[config.mk]
export PLATFORM = sky130hd
export DESIGN_NAME = bch63_56_serial_encoder
export DESIGN_NICKNAME = d
export VERILOG_FILES = /design/src/rtl/bch63_56_serial_encoder.sv
export SDC_FILE = /design/constraint.sdc
export NUM_CORES = 1
export LEC_CHECK = 0
export CORE_ASPECT_RATIO = 1.25
export CORE_MARGIN = 3
export CORE_UTILIZATION = 42
export CTS_CLUSTER_SIZE = 40
export DETAILED_ROUTE_END_ITERATION = 8
export DONT_BUFFER_PORTS = 1
export PLACE_DENSITY = 0.6
export SYNTH_ARGS = -nofsm -noshare
export SYNTH_HDL_FRONTEND = slang
export SYNTH_SLANG_ARGS = --single-unit
[constraint.sdc]
create_clock -name clk -period 1.99 [get_ports clk]
set_input_delay 0.398 -clock clk [delete_from_list [all_inputs] [get_ports clk]]
set_output_delay 0.398 -clock clk [all_outputs]
set_load 0.02 [all_outputs]
[src/rtl/bch63_56_serial_encoder.sv]
// Systematic serial BCH(63,56) encoder: passes 56 message bits through, then
// shifts out the 7 parity bits of the division by g(x) = x^7 + x^6 + x^2 + 1.
module bch63_56_serial_encoder #(
  parameter int         N     = 63,
  parameter int         K     = 56,
  parameter logic [6:0] GMASK = 7'b1000101
) (
  input  logic clk,
  input  logic rst,
  input  logic in_valid,
  input  logic in_bit,
  output logic in_ready,
  output logic out_valid,
  output logic out_bit,
  output logic out_sop,
  output logic out_eop,
  input  logic out_ready
);

  typedef enum logic {
    MSG,
    PAR
  } state_e;

  state_e     state_q, state_d;
  logic [6:0] r_q, r_d;
  logic [5:0] cnt_q, cnt_d;
  logic       out_valid_q, out_valid_d;
  logic       out_bit_q, out_bit_d;
  logic       out_sop_q, out_sop_d;
  logic       out_eop_q, out_eop_d;

  logic slot_free;
  logic accept;
  logic fb;

  assign slot_free = !out_valid_q || out_ready;
  assign in_ready  = (state_q == MSG) && slot_free && !rst;
  assign accept    = in_valid && in_ready;
  // Feedback of the remainder LFSR: incoming coefficient plus the x^6 term shifted out.
  assign fb        = in_bit ^ r_q[6];

  always_comb begin
    // NOTE: every _d defaults to its _q first so no path leaves a signal unassigned (no latch).
    state_d     = state_q;
    r_d         = r_q;
    cnt_d       = cnt_q;
    out_valid_d = out_valid_q;
    out_bit_d   = out_bit_q;
    out_sop_d   = out_sop_q;
    out_eop_d   = out_eop_q;

    if (slot_free) begin
      unique case (state_q)
        MSG: begin
          if (accept) begin
            out_bit_d   = in_bit;
            out_valid_d = 1'b1;
            out_sop_d   = (cnt_q == 6'd0);
            out_eop_d   = 1'b0;
            r_d         = {r_q[5:0], 1'b0} ^ (fb ? GMASK : 7'd0);
            cnt_d       = cnt_q + 6'd1;
            if (cnt_q == 6'(K - 1)) state_d = PAR;
          end else begin
            out_valid_d = 1'b0;
          end
        end
        PAR: begin
          out_bit_d   = r_q[6];
          out_valid_d = 1'b1;
          out_sop_d   = 1'b0;
          out_eop_d   = (cnt_q == 6'(N - 1));
          r_d         = {r_q[5:0], 1'b0};
          cnt_d       = cnt_q + 6'd1;
          if (cnt_q == 6'(N - 1)) begin
            cnt_d   = 6'd0;
            r_d     = 7'd0;
            state_d = MSG;
          end
        end
        default: state_d = MSG;
      endcase
    end
  end

  // NOTE: state registers use non-blocking assignments so all flops update together at the edge.
  always_ff @(posedge clk) begin
    if (rst) begin
      state_q     <= MSG;
      r_q         <= 7'd0;
      cnt_q       <= 6'd0;
      out_valid_q <= 1'b0;
      out_bit_q   <= 1'b0;
      out_sop_q   <= 1'b0;
      out_eop_q   <= 1'b0;
    end else begin
      state_q     <= state_d;
      r_q         <= r_d;
      cnt_q       <= cnt_d;
      out_valid_q <= out_valid_d;
      out_bit_q   <= out_bit_d;
      out_sop_q   <= out_sop_d;
      out_eop_q   <= out_eop_d;
    end
  end

  assign out_valid = out_valid_q;
  assign out_bit   = out_bit_q;
  assign out_sop   = out_sop_q;
  assign out_eop   = out_eop_q;

endmodule

==> results by stage, run 1 <==
Run status:
- The run finished with clean final reports.

Placed design:
- The half-perimeter wire length of the detailed placement result is 1220 um.
- The number of buffers added on ports is 0.
- The placement-stage cell area is 881 um^2.
- The cell count after placement is 114.
- At the placement stage, the worst setup path has a slack of 0.379 ns.
- The congestion estimate from routability-driven global placement came to 0.799.

Power:
- The maximum vdd ir drop is 0.000288 V.
- The power density relative to cell area is 681 nW/um^2.
- The leakage power is 0.309 nW.
- The overall power of the completed layout is 0.615 mW.

Synthesis:
- The post-synthesis net count is 108.
- Summing every instance area after synthesis gives 877 um^2.
- The number of different library cells used by synthesis comes to 35.
- The share of async-settable or async-resettable flops after synthesis is 0.
- The most used flip-flop cell after synthesis is sky130_fd_sc_hd__dfxtp_1.
- In this run the mean area of a mapped cell was 8.77 um^2.
- The share of synthesized area in the top cell type comes to 0.411.
- In this run, synthesis inferred 0 flip-flops with an integrated enable.
- After synthesis, the cell types taking the most area are sky130_fd_sc_hd__dfxtp_1, sky130_fd_sc_hd__a21oi_1, sky130_fd_sc_hd__nor3_1.
- The post-synthesis sequential area ratio is 0.411.
- The flip-flop and latch count after synthesis is 18.
- The synthesized design spends more area on one cell type than any other, namely sky130_fd_sc_hd__dfxtp_1.
- The synthesized instance count is 100.
- For this run, the number of Yosys warnings is 0.

Detailed routing:
- The uppermost metal layer occupied by signal nets is met4.
- The wire length per cell after detailed routing is 14.7 um.
- The total via count in the routed design is 692.
- In the routed design, unresolved DRC markers number 0.
- The routed design uses 866 um of met2 wire.
- The detailed route wirelength on metal3 is 63 um.
- Dividing the detail-routed via count by the number of cells gives 5.91.
- After detailed routing, the wire length on met1 is 782 um.
- The initial detailed-routing violation count is 12.
- Before antenna repair, the detailed router went through 4 iterations.
- The post-detailed-routing wire length is 1720 um.
- The count of nets left with antenna violations once routing finished came out at 0.

Clock tree:
- The number of clock sinks is 18.
- The number of buffers created by CTS is 3.
- After clock tree synthesis, the repair step resized 0 gates.
- Buffers inserted to repair hold after CTS numbered 0.
- The root buffer cell is sky130_fd_sc_hd__clkbuf_4.
- The insertion delay to the later sink of the worst-skew pair is 0.29 ns.
- TritonCTS built the clock tree.
- In this run the number of H-tree levels came out at 1.
- No sink is reached through more buffers than the 2 on the longest clock path.
- Clock-pin slew was measured on the worst setup and hold paths at 0.10 ns.
- The post-CTS repair timing setup buffer count is 0.

Global route:
- After global routing the overflow that remains totals 0.
- Entering global routing, the biggest net connects 21 pins.
- The global-route wire length before repair is 2840 um.
- For this run, the total global-route usage over all layers was measured as 0.142.
- The number of antenna violations at the first check in global routing was 0.
- The number of global-route vias before repair is 626.

Critical path:
- The worst setup path is launched from a flop.
- The endpoint class of the critical path is a primary output.
- At the worst endpoint, the required time is 1.59 ns.
- The highest fanout seen on the critical path is 3.
- The signal arrival time at the worst endpoint is 1.31 ns.
- The critical path is of the flop to primary output type.

Timing:
- The least setup slack across all paths after layout is 0.283 ns.
- Setup repair after global routing left no endpoint under its margin.
- Final hold analysis gives a worst-case slack of 0.161 ns.
- The number of slew-limit violations in the final report came to 0.
- The time the worst path needs with I/O delays and setup is 1.71 ns.
- At the pin with the least slew margin, the transition time is 0.581 ns.
- The number of hold-slack violations in the final timing report is 0.
- The headroom to the max-slew limit is 0.612.
- The setup TNS after final layout is 0 ns.
- Setup violations remaining at the end of the flow were counted as 0.
- The final critical-path share of the clock period is 0.858.
- The setup skew after layout is 0.00979 ns.
- Derived from the worst setup path, the maximum achievable clock frequency is 0.586 GHz.

Cells and area:
- The final layout contains 108 nets.
- The repair_antennas step left the layout with diodes totalling 0.
- For this run, the share of the core covered by cells in the final layout is 0.483.
- Of the cells placed in the final design, the portion with a size suffix greater than 1 is 0.0918.
- The final non-filler cell total is 117.
- The final instance area is 903 um^2.
- The signed area change from the synthesized netlist to the final layout is 3.00%.

Die:
- The floorplan row count is 17.
- The boundary pin count is 10.
- The initial utilization of the core area, before any placement, comes to 0.469.
- After floorplanning, the core was sized to cover 1870 um^2.
- In this run the horizontal extent of the chip is 46.9 um.
- The vertical die dimension is 57.1 um.
- The die covers 2680 um^2.

Flow run:
- The tool flagged a number of max-cap violations equal to 0.

Hold path:
- The type of the worst min-delay path is input port to flop.
## logic make-up (layout without fill, tap and decap cells)
group                    count (synthesis)  after routing  synth area share
AO/OA/AOI/OAI                           22             22             0.181
adder cells (fa/ha/maj)                  3              3            0.0428
buffers and inverters                    9              7            0.0485
XOR/XNOR                                 4              4            0.0400
AND/OR/NAND/NOR                         42             42             0.254
flip-flops                              18             18             0.411
multiplexers                             2              2            0.0228
## per-layer routing
layer | vias to the layer above | global-route usage
li1 | 356 | -
met1 | 325 | 0.186
met2 | 9 | 0.223
met3 | 2 | 0.0347
met4 | 0 | 0.0435
met5 | - | 0
## sequential cells by signal, indices dropped and copies added (netlist names)
| name | flops |
|---|---|
| r_q | 7 |
| cnt_q | 6 |
| out_bit | 1 |
| out_eop | 1 |
| out_sop | 1 |
| out_valid | 1 |
| state_q | 1 |
## synthesized netlist by cell type (2+ instances only)
| cell type | number |
|---|---|
| sky130_fd_sc_hd__dfxtp_1 | 18 |
| sky130_fd_sc_hd__a21oi_1 | 8 |
| sky130_fd_sc_hd__nor3_1 | 8 |
| sky130_fd_sc_hd__nand2_1 | 7 |
| sky130_fd_sc_hd__nand3_1 | 7 |
| sky130_fd_sc_hd__nor2_1 | 6 |
| sky130_fd_sc_hd__buf_2 | 4 |
| sky130_fd_sc_hd__o211ai_1 | 4 |
| sky130_fd_sc_hd__or3_1 | 4 |
| sky130_fd_sc_hd__ha_1 | 3 |
| sky130_fd_sc_hd__xor2_1 | 3 |
| sky130_fd_sc_hd__a311oi_1 | 2 |
| sky130_fd_sc_hd__inv_1 | 2 |
| sky130_fd_sc_hd__mux2i_1 | 2 |
| sky130_fd_sc_hd__o21ai_0 | 2 |
## cell type report
cell class              instances  area (um^2)
flip-flops and latches         18          360
clock buffers                   3         22.5
multi-input cells              73          474
repair buffers                  2         15.0
fillers                       183          968
well taps                      19         23.8
inverters                       2         7.51
## cell usage in the layout, fill, tap and decap left out, drive strengths merged, types with 2 or more instances in the layout
cell type	netlist	routed
dfxtp	18	18
o21ai	3	3
ha	3	3
xor2	3	3
clkbuf	1	3
buf	6	2
or3	4	4
mux2i	2	2
a211oi	2	2
nand2	7	7
nor2	6	6
nor3	8	8
nand3	7	7
a21oi	8	8
a311oi	2	2
o211ai	4	4
inv	2	2
## report_power, final
| part | total, mW | switching [mW] | internal (mW) |
|---|---|---|---|
| Combinational | 0.0532 | 0.0299 | 0.0233 |
| Clock | 0.175 | 0.105 | 0.0702 |
| Sequential | 0.387 | 0.0153 | 0.372 |
## path summary, 6_finish.rpt
path | start | slack [ns] | cells past startpoint | end
worst max-delay path | out_valid$_SDFFE_PP0P_ | 0.28 | 3 | in_ready
worst min register to register | r_q[4]$_SDFFE_PP0P_ | 0.46 | 2 | r_q[4]$_SDFFE_PP0P_
worst min-delay path | rst | 0.16 | 1 | r_q[0]$_SDFFE_PP0P_
worst max register to register | state_q$_SDFFE_PP0P_ | 0.34 | 4 | r_q[6]$_SDFFE_PP0P_
## worst max-delay path: stages (launching register included)
cell and delay (ns):
sky130_fd_sc_hd__dfxtp_1 0.48, sky130_fd_sc_hd__nor2b_1 0.28, sky130_fd_sc_hd__nor3_1 0.07, sky130_fd_sc_hd__buf_4 0.18
(Power assumes the default switching activity.)
==> run 2, diff against run 1 <==
--- a/config.mk
+++ b/config.mk
@@ -5,13 +5,15 @@
 export SDC_FILE = /design/constraint.sdc
 export NUM_CORES = 1
 export LEC_CHECK = 0
+export ABC_AREA = 1
 export CORE_ASPECT_RATIO = 1.25
 export CORE_MARGIN = 3
 export CORE_UTILIZATION = 42
 export CTS_CLUSTER_SIZE = 40
 export DETAILED_ROUTE_END_ITERATION = 8
 export DONT_BUFFER_PORTS = 1
-export PLACE_DENSITY = 0.6
+export PLACE_DENSITY = 0.57
 export SYNTH_ARGS = -nofsm -noshare
 export SYNTH_HDL_FRONTEND = slang
 export SYNTH_SLANG_ARGS = --single-unit
+export TNS_END_PERCENT = 100
==> run 2 against run 1 <==
Against the previous run:
- global-route usage up 0.25 points
- maximum frequency shrank 1.0%
- sequential share of layout area fell by 6.4 points
- via count up 26%
- critical path type unchanged
==> results by stage, run 2 <==
Synthesis:
- The flip-flop and latch count after synthesis is 18.
- Sorting the synthesized cells by area gives the leading types as sky130_fd_sc_hd__dfxtp_1, sky130_fd_sc_hd__nand2_1, sky130_fd_sc_hd__inv_1.
- The cell type with the highest aggregate area in the netlist is sky130_fd_sc_hd__dfxtp_1.
- Counting flops with a built-in enable in the synthesized netlist gives 0.
- The number of distinct library cell variants in the gate-level netlist after synthesis is 23.
- In the synthesized netlist the async set-or-reset flop fraction comes to 0.
- For this run, the leading register cell type out of synthesis is sky130_fd_sc_hd__dfxtp_1.
- In the post-synthesis netlist, the cell with the most instances is sky130_fd_sc_hd__nand2_1.
- The average footprint of a synthesized cell is 7.34 um^2.
- The number of warnings printed during yosys synthesis is 0.
- The commonest cells after synthesis are sky130_fd_sc_hd__nand2_1, sky130_fd_sc_hd__inv_1, sky130_fd_sc_hd__dfxtp_1, sky130_fd_sc_hd__nand3_1, sky130_fd_sc_hd__nor2_1.
- Of the synthesized area, sequential elements account for 0.348.
- Of the post-synthesis cell area, the dominant cell type holds 0.348.
- The synthesized netlist occupies a cell area of 1030 um^2.
- Synthesis produced a netlist whose cell count is 141.
- When the netlist entered floorplanning its net count stood at 149.

Critical path:
- The length in cells of the worst reg-to-reg path is 7.
- The endpoint class of the critical path is a primary output.
- The beginning of the critical path is out_valid$_SDFFE_PP0P_.
- Across all register-to-register paths, the minimum setup slack is 0.51 ns.
- STA classifies the critical path startpoint as a flop.
- The destination of the critical timing path is in_ready.
- The setup path with the least slack is of type flop to primary output.
- Data on the critical path arrives at its endpoint at 1.33 ns.
- The end of the worst register-to-register path is cnt_q[2]$_SDFFE_PP0P_.
- The highest fanout seen on the critical path is 6.
- The startpoint of the lowest-slack register-to-register path is out_valid$_SDFFE_PP0P_.
- At the worst endpoint, the required time is 1.59 ns.

Placed design:
- The number of buffers added on ports is 0.
- Once placement completed, the tool counted placed cells totaling 169.
- The half-perimeter wire length of the detailed placement result is 1420 um.
- The weighted congestion at the end of routability-driven global placement is 0.860.

Timing:
- In this run the tightest slew margin relative to its limit is 0.801.
- The setup skew after layout is 0.00542 ns.
- The time the worst path needs with I/O delays and setup is 1.73 ns.
- Dividing the final minimum period by the clock period gives 0.867.
- At the pin with the least slew margin, the transition time is 0.298 ns.
- Setup repair after global routing left no endpoint under its margin.
- Timing would allow up to 0.580 GHz.
- The number of hold-slack violations in the final timing report is 0.
- The number of slew-limit violations in the final report is 0.
- Summed over all failing endpoints, the final setup total negative slack is 0 ns.
- The setup violation total in the final timing report is 0.

Clock tree:
- The count of hold-fix buffers inserted at cts is 0.
- The worst-case clock buffer depth is 2.
- The deepest level of the CTS H-tree is 1.
- The root buffer cell is sky130_fd_sc_hd__clkbuf_4.
- The CTS tree is built.
- Buffers inserted during clock tree synthesis total 3.
- Buffers added to address setup during post-CTS repair amount to 0.
- The number of clock sinks is 18.
- The post-cts sizing count is 0.
- For the worst-skew pair, the clock arrives at the later sink with an insertion delay of 0.30 ns.
- The clock-pin slew of the registers on the worst-case setup and hold paths is 0.11 ns.

Global route:
- The global-route total usage across every layer is 0.144.
- The number of global-route vias before repair is 778.
- The pin count of the biggest net entering global routing is 19.
- The remaining global-route overflow is 0.
- The number of antenna violations at the first check in global routing is 0.
- The global-route wire length before repair is 3310 um.

Cells and area:
- The fraction of layout cells with a size suffix above 1 is 0.211.
- The final non-filler cell total is 173.
- The layout has 251 filler cells.
- In the final layout, the registers with the most flip-flops are r_q: 7 flops, cnt_q: 6 flops.
- Leaving out fill and tap cells, the most frequent cells in the layout are sky130_fd_sc_hd__nand2_1, sky130_fd_sc_hd__inv_1, sky130_fd_sc_hd__dfxtp_1.
- The most common library cell in the layout ignoring fill and taps is sky130_fd_sc_hd__nand2_1.
- The register with the most flip-flops in the layout has 7 of them.
- The register with the most flip-flops is r_q.
- The number of nets in the layout is 151.
- The signed area change from the synthesized netlist to the final layout is 4.11%.
- The number of antenna diodes in the final layout is 0.

Die:
- 10 I/O pins were placed.
- The floorplan step set the die height to 61.5 um.
- The effective utilization at floorplan is 0.453.
- The floorplan row count is 19.
- The placeable core region is 2280 um^2.
- The floorplan step defined a die boundary enclosing 3100 um^2.
- From left edge to right edge, the die measures 50.4 um.

Power:
- In this run the static leakage power is 0.431 nW.
- Of the total power, registers draw 0.555.
- The switching share of power is 0.264.
- The net switching power is 0.183 mW.
- Cell internal power was estimated by the tool at 0.510 mW.
- The power density relative to cell area is 643 nW/um^2.
- The combinational group share of total power is 0.107.
- Of the total power, the clock network draws 0.338.
- Across the VDD grid, the largest voltage drop is 0.000318 V.
- The design draws 0.693 mW.

Detailed routing:
- The count of nets left with antenna violations after detail routing is 0.
- The post-detailed-routing wire length is 1960 um.
- The wire length per cell after detailed routing is 11.3 um.
- The first routing iteration left 9 violations.
- For this run, design rule violations remaining after detail routing come to 0.
- The total via count in the routed design is 869.
- The count of TritonRoute iterations in the first routing pass is 4.
- In the routed layout, each cell is associated on average with a via count of 5.02.

Flow run:
- The tool flagged a number of max-cap violations equal to 0.

Hold path:
- The type of the worst min-delay path is input port to flop.
- In this run the most critical hold path is launched from rst.
- Along the worst hold path, the cell count comes to 1.

Run status:
- The flow ran to the end, and the final reports show no timing, DRC or antenna violations.
==> run 2: area by class of cell <==
cell class | count | area, um^2 | area share
Tap cell | 31 | 38.8 | 0.0360
Inverter | 22 | 82.6 | 0.0767
Clock buffer | 4 | 36.3 | 0.0337
Timing Repair Buffer | 2 | 15.0 | 0.0139
Sequential cell | 18 | 360 | 0.334
Multi-Input combinational cell | 96 | 544 | 0.505
==> run 2: layer usage <==
metal / vias to the layer above / part of all wire / track usage
met5: - / 0 / 0
met4: 0 / 0.019 / 0.0808
met3: 4 / 0.025 / 0.0363
met2: 8 / 0.46 / 0.233
met1: 396 / 0.50 / 0.176
li1: 461 / - / -
==> run 2: power groups by stage <==
stage	sequential [mW]	clock [mW]	combinational, mW
2_1_floorplan	0.391	0	0.0735
3_3_place_gp	0.393	0	0.0752
3_5_place_dp	0.393	0	0.0752
4_1_cts	0.385	0.241	0.0754
5_1_grt	0.386	0.253	0.0843
6_report	0.385	0.234	0.0743
==> run 2: logic make-up (layout without fill, tap and decap cells) <==
family | after synthesis | in the layout | share of synthesized area
and+or+nand+nor | 78 | 78 | 0.388
buffers and inverters | 27 | 28 | 0.126
DFF | 18 | 18 | 0.348
AOI/OAI and AO/OA | 15 | 15 | 0.102
adders and majority gates | 3 | 3 | 0.0363
==> run 2: worst min path at each step <==
stage                                 endpoint  slack (ns)
after floorplan            r_q[0]$_SDFFE_PP0P_        0.44
after detailed placement   r_q[0]$_SDFFE_PP0P_        0.46
final                      r_q[0]$_SDFFE_PP0P_        0.14
after global routing      out_bit$_SDFFE_PP0P_        0.12
after CTS                 out_bit$_SDFFE_PP0P_        0.13
after global placement     r_q[0]$_SDFFE_PP0P_        0.45
==> run 2: stage by stage <==
step                utilization  hold slack, ns  instance area [um^2]  setup slack, ns
detailed placement        0.456           0.456                  1040            0.502
floorplan                     -           0.444                  1030            0.378
global placement          0.456           0.453                  1040            0.523
global route              0.472           0.120                  1080            0.146
finish                    0.472           0.140                  1080            0.265
CTS                       0.472           0.128                  1080            0.246
==> run 2: critical path, stage by stage (launching register included) <==
cell and delay, ns:
sky130_fd_sc_hd__dfxtp_1 0.40, sky130_fd_sc_hd__nand2_2 0.21, sky130_fd_sc_hd__inv_2 0.05, sky130_fd_sc_hd__nor3_1 0.18, sky130_fd_sc_hd__buf_4 0.19
==> run 3, diff against run 2 <==
--- a/config.mk
+++ b/config.mk
@@ -13,6 +13,7 @@
 export DETAILED_ROUTE_END_ITERATION = 8
 export DONT_BUFFER_PORTS = 1
 export PLACE_DENSITY = 0.57
+export RECOVER_POWER = 100
 export SYNTH_ARGS = -nofsm -noshare
 export SYNTH_HDL_FRONTEND = slang
 export SYNTH_SLANG_ARGS = --single-unit
==> run 3 against run 2 <==
Against the previous run:
- clock skew hardly changed
- non-clock buffer count stayed put
- combinational power is 6.3% lower
- die area stayed put
- critical path depth stayed put
- register-to-register slack worse by 0.08 ns
- worst setup slack worse by 0.050 ns
==> results by stage, run 3 (synthesis results as in run 2) <==
Global route:
- For this run, global-route usage on met1 was measured as 0.176.
- After global routing the overflow that remains totals 0.
- For this run, the total global-route usage over all layers was measured as 0.144.
- The number of antenna violations at the first check in global routing was 0.
- In the global route stage, met3 resource usage came out at 0.0363.
- The pin count of the biggest net entering global routing is 19.
- The global routing stage identified its most utilized layer as met2.
- The number of global-route vias before repair came to 778.
- The global routing usage on met2 is 0.233.
- The first global-routing pass estimated 3310 um of wire.

Cells and area:
- Counting flops per register, the top entry is r_q.
- The final non-filler cell total is 173.
- The total area of sequential cells is 360 um^2.
- With fillers left out, the area of the finished cells amounts to 1040 um^2.
- 0 antenna diodes ended up in the layout.
- The footprint of the multi-input gates is 514 um^2.
- The fraction of layout cells with a size suffix above 1 is 0.162.
- Leaving out fill and tap cells, the most frequent cells in the layout are sky130_fd_sc_hd__nand2_1, sky130_fd_sc_hd__inv_1, sky130_fd_sc_hd__dfxtp_1.
- Leaving out fill and tap cells, the most frequent cell in the layout is sky130_fd_sc_hd__nand2_1.
- The flip-flop count of the largest register, all copies and words added is 7.
- From synthesis to final layout, the design area changed by 0.605%.
- Once layout is complete, the utilization of the core stands at 0.456.
- The filler cells instantiated in the layout total 260.
- The largest registers in the layout are r_q: 7 flops, cnt_q: 6 flops.
- The final layout contains 151 nets.

Hold path:
- In this run the most critical hold path is launched from rst.
- The worst-case hold path end point is r_q[0]$_SDFFE_PP0P_.
- The path class of the tightest hold or removal check is input port to flop.
- Along the worst hold path, the cell count comes to 1.

Timing:
- Setup violations remaining at the end of the flow were counted as 0.
- The final critical-path share of the clock period is 0.892.
- The maximum clock frequency is 0.563 GHz.
- The number of hold-slack violations in the final timing report was 0.
- For the pin with the worst max-slew slack, the measured transition is 0.309 ns.
- Setup repair after global routing left no endpoint under its margin.
- The clock period could shrink to 1.78 ns.
- The setup skew after layout is 0.00508 ns.
- The headroom to the max-slew limit is 0.794.
- Setup total negative slack on the finished layout was measured at 0 ns.
- The number of slew-limit violations in the final report is 0.

Critical path:
- The worst setup path is launched from a flop.
- The signal arrival time at the worst endpoint is 1.38 ns.
- The worst register-to-register path has a setup slack of 0.43 ns.
- The slowest stage of the critical path belongs to the cell sky130_fd_sc_hd__dfxtp_1.
- For this run, the slowest stage of the critical path takes 0.40 ns.
- The signal on the critical path passes through nand2_2 > inv_2 > nor3_1 > clkbuf_1.
- STA classifies the critical path endpoint as a primary output.
- The required time of the worst setup path is 1.59 ns.
- Along the worst path, the maximum fanout reaches 6.
- The category of cells accounting for the largest share of critical-path delay is flip-flops.
- By startpoint and endpoint, the worst setup path is classified as flop to primary output.
- The critical path buffer and inverter count is 2.
- The end of the worst register-to-register path is cnt_q[2]$_SDFFE_PP0P_.
- The startpoint of the lowest-slack register-to-register path is out_valid$_SDFFE_PP0P_.
- Counting cells, the worst reg-to-reg path comes to 7.

Clock tree:
- TritonCTS built the clock tree.
- The root buffer cell is sky130_fd_sc_hd__clkbuf_4.
- The count of hold-fix buffers inserted at cts is 0.
- TritonCTS created 3 clock buffers.
- CTS saw 18 sinks.
- The deepest level of the CTS H-tree is 1.
- The post-CTS repair timing setup buffer count is 0.
- Counting along the longest clock path gives a buffer depth of 2.
- After clock tree synthesis, the clock-pin slew on the worst setup and hold paths is 0.11 ns.
- The post-cts sizing count is 0.
- The clock reaches the later pin of the worst-skew pair after 0.30 ns.

Die:
- The effective utilization at floorplan is 0.453.
- In this run the standard cell core region covers 2280 um^2.
- The die covers 3100 um^2.
- 10 I/O pins were placed.
- The floorplan row count is 19.
- The floorplan step set the die width to 50.4 um.
- The floorplan step set the die height to 61.5 um.

Power:
- Dividing total power by cell area gives a power density of 664 nW/um^2.
- The maximum vdd ir drop is 0.000320 V.
- The leakage power is 0.424 nW.

Detailed routing:
- The wire length per cell after detailed routing is 11.4 um.
- In this run, the number of DRC markers left after iteration 0 of detailed routing was 10.
- The final route contains 867 vias.
- After detailed routing, the number of vias per cell comes to 5.01.
- The first TritonRoute pass finished after 4 iterations.
- The routed design has 1980 um of wire.
- The count of nets left with antenna violations once routing finished came out at 0.
- In the routed design, unresolved DRC markers number 0.

Flow run:
- Max-cap violations in this run came to 0.

Placed design:
- The placement-stage cell area is 1040 um^2.
- The number of buffers added on ports is 0.
- Routability-driven placement finished with a final weighted congestion of 0.860.
- The cell count after placement is 169.
- The half-perimeter wire length of the detailed placement result is 1420 um.

Run status:
- The run finished with clean final reports.
[run 3: per-layer routing]
| metal | vias to the layer above | share of wire |
|---|---|---|
| met2 | 8 | 0.44 |
| met1 | 396 | 0.51 |
| met5 | - | 0 |
| met4 | 0 | 0.019 |
| met3 | 4 | 0.024 |
| li1 | 459 | - |
[run 3: where the power goes]
part	internal, mW	total [mW]	switching (mW)
Sequential	0.371	0.384	0.0132
Combinational	0.0235	0.0696	0.0461
Clock	0.112	0.237	0.126
Total	0.506	0.691	0.185
[run 3: cell type report]
type,count,share of cell area
Multi-Input combinational cell,96,0.494
Sequential cell,18,0.346
Inverter,22,0.0793
Tap cell,31,0.0373
Clock buffer,4,0.0349
Timing Repair Buffer,2,0.00841
[run 3: how the worst max path moves through the flow]
| stage | from | to | slack, ns | depth (start not counted) |
|---|---|---|---|---|
| 3_5_place_dp | rst | cnt_q[2]$_SDFFE_PP0P_ | 0.50 | 6 |
| 6_report | out_valid$_SDFFE_PP0P_ | in_ready | 0.21 | 4 |
| 2_1_floorplan | out_ready | in_ready | 0.38 | 5 |
| 3_3_place_gp | cnt_q[0]$_SDFFE_PP0P_ | r_q[2]$_SDFFE_PP0P_ | 0.52 | 9 |
| 4_1_cts | out_valid$_SDFFE_PP0P_ | in_ready | 0.25 | 4 |
| 5_1_grt | out_valid$_SDFFE_PP0P_ | in_ready | 0.11 | 4 |
[run 3: stage by stage]
stage,power [mW],hold WS (ns),worst slack [ns]
after detailed placement,0.468,0.456,0.502
final,0.691,0.137,0.214
after global placement,0.468,0.453,0.523
after floorplan,0.464,0.444,0.378
after CTS,0.701,0.128,0.246
after global routing,0.718,0.119,0.108
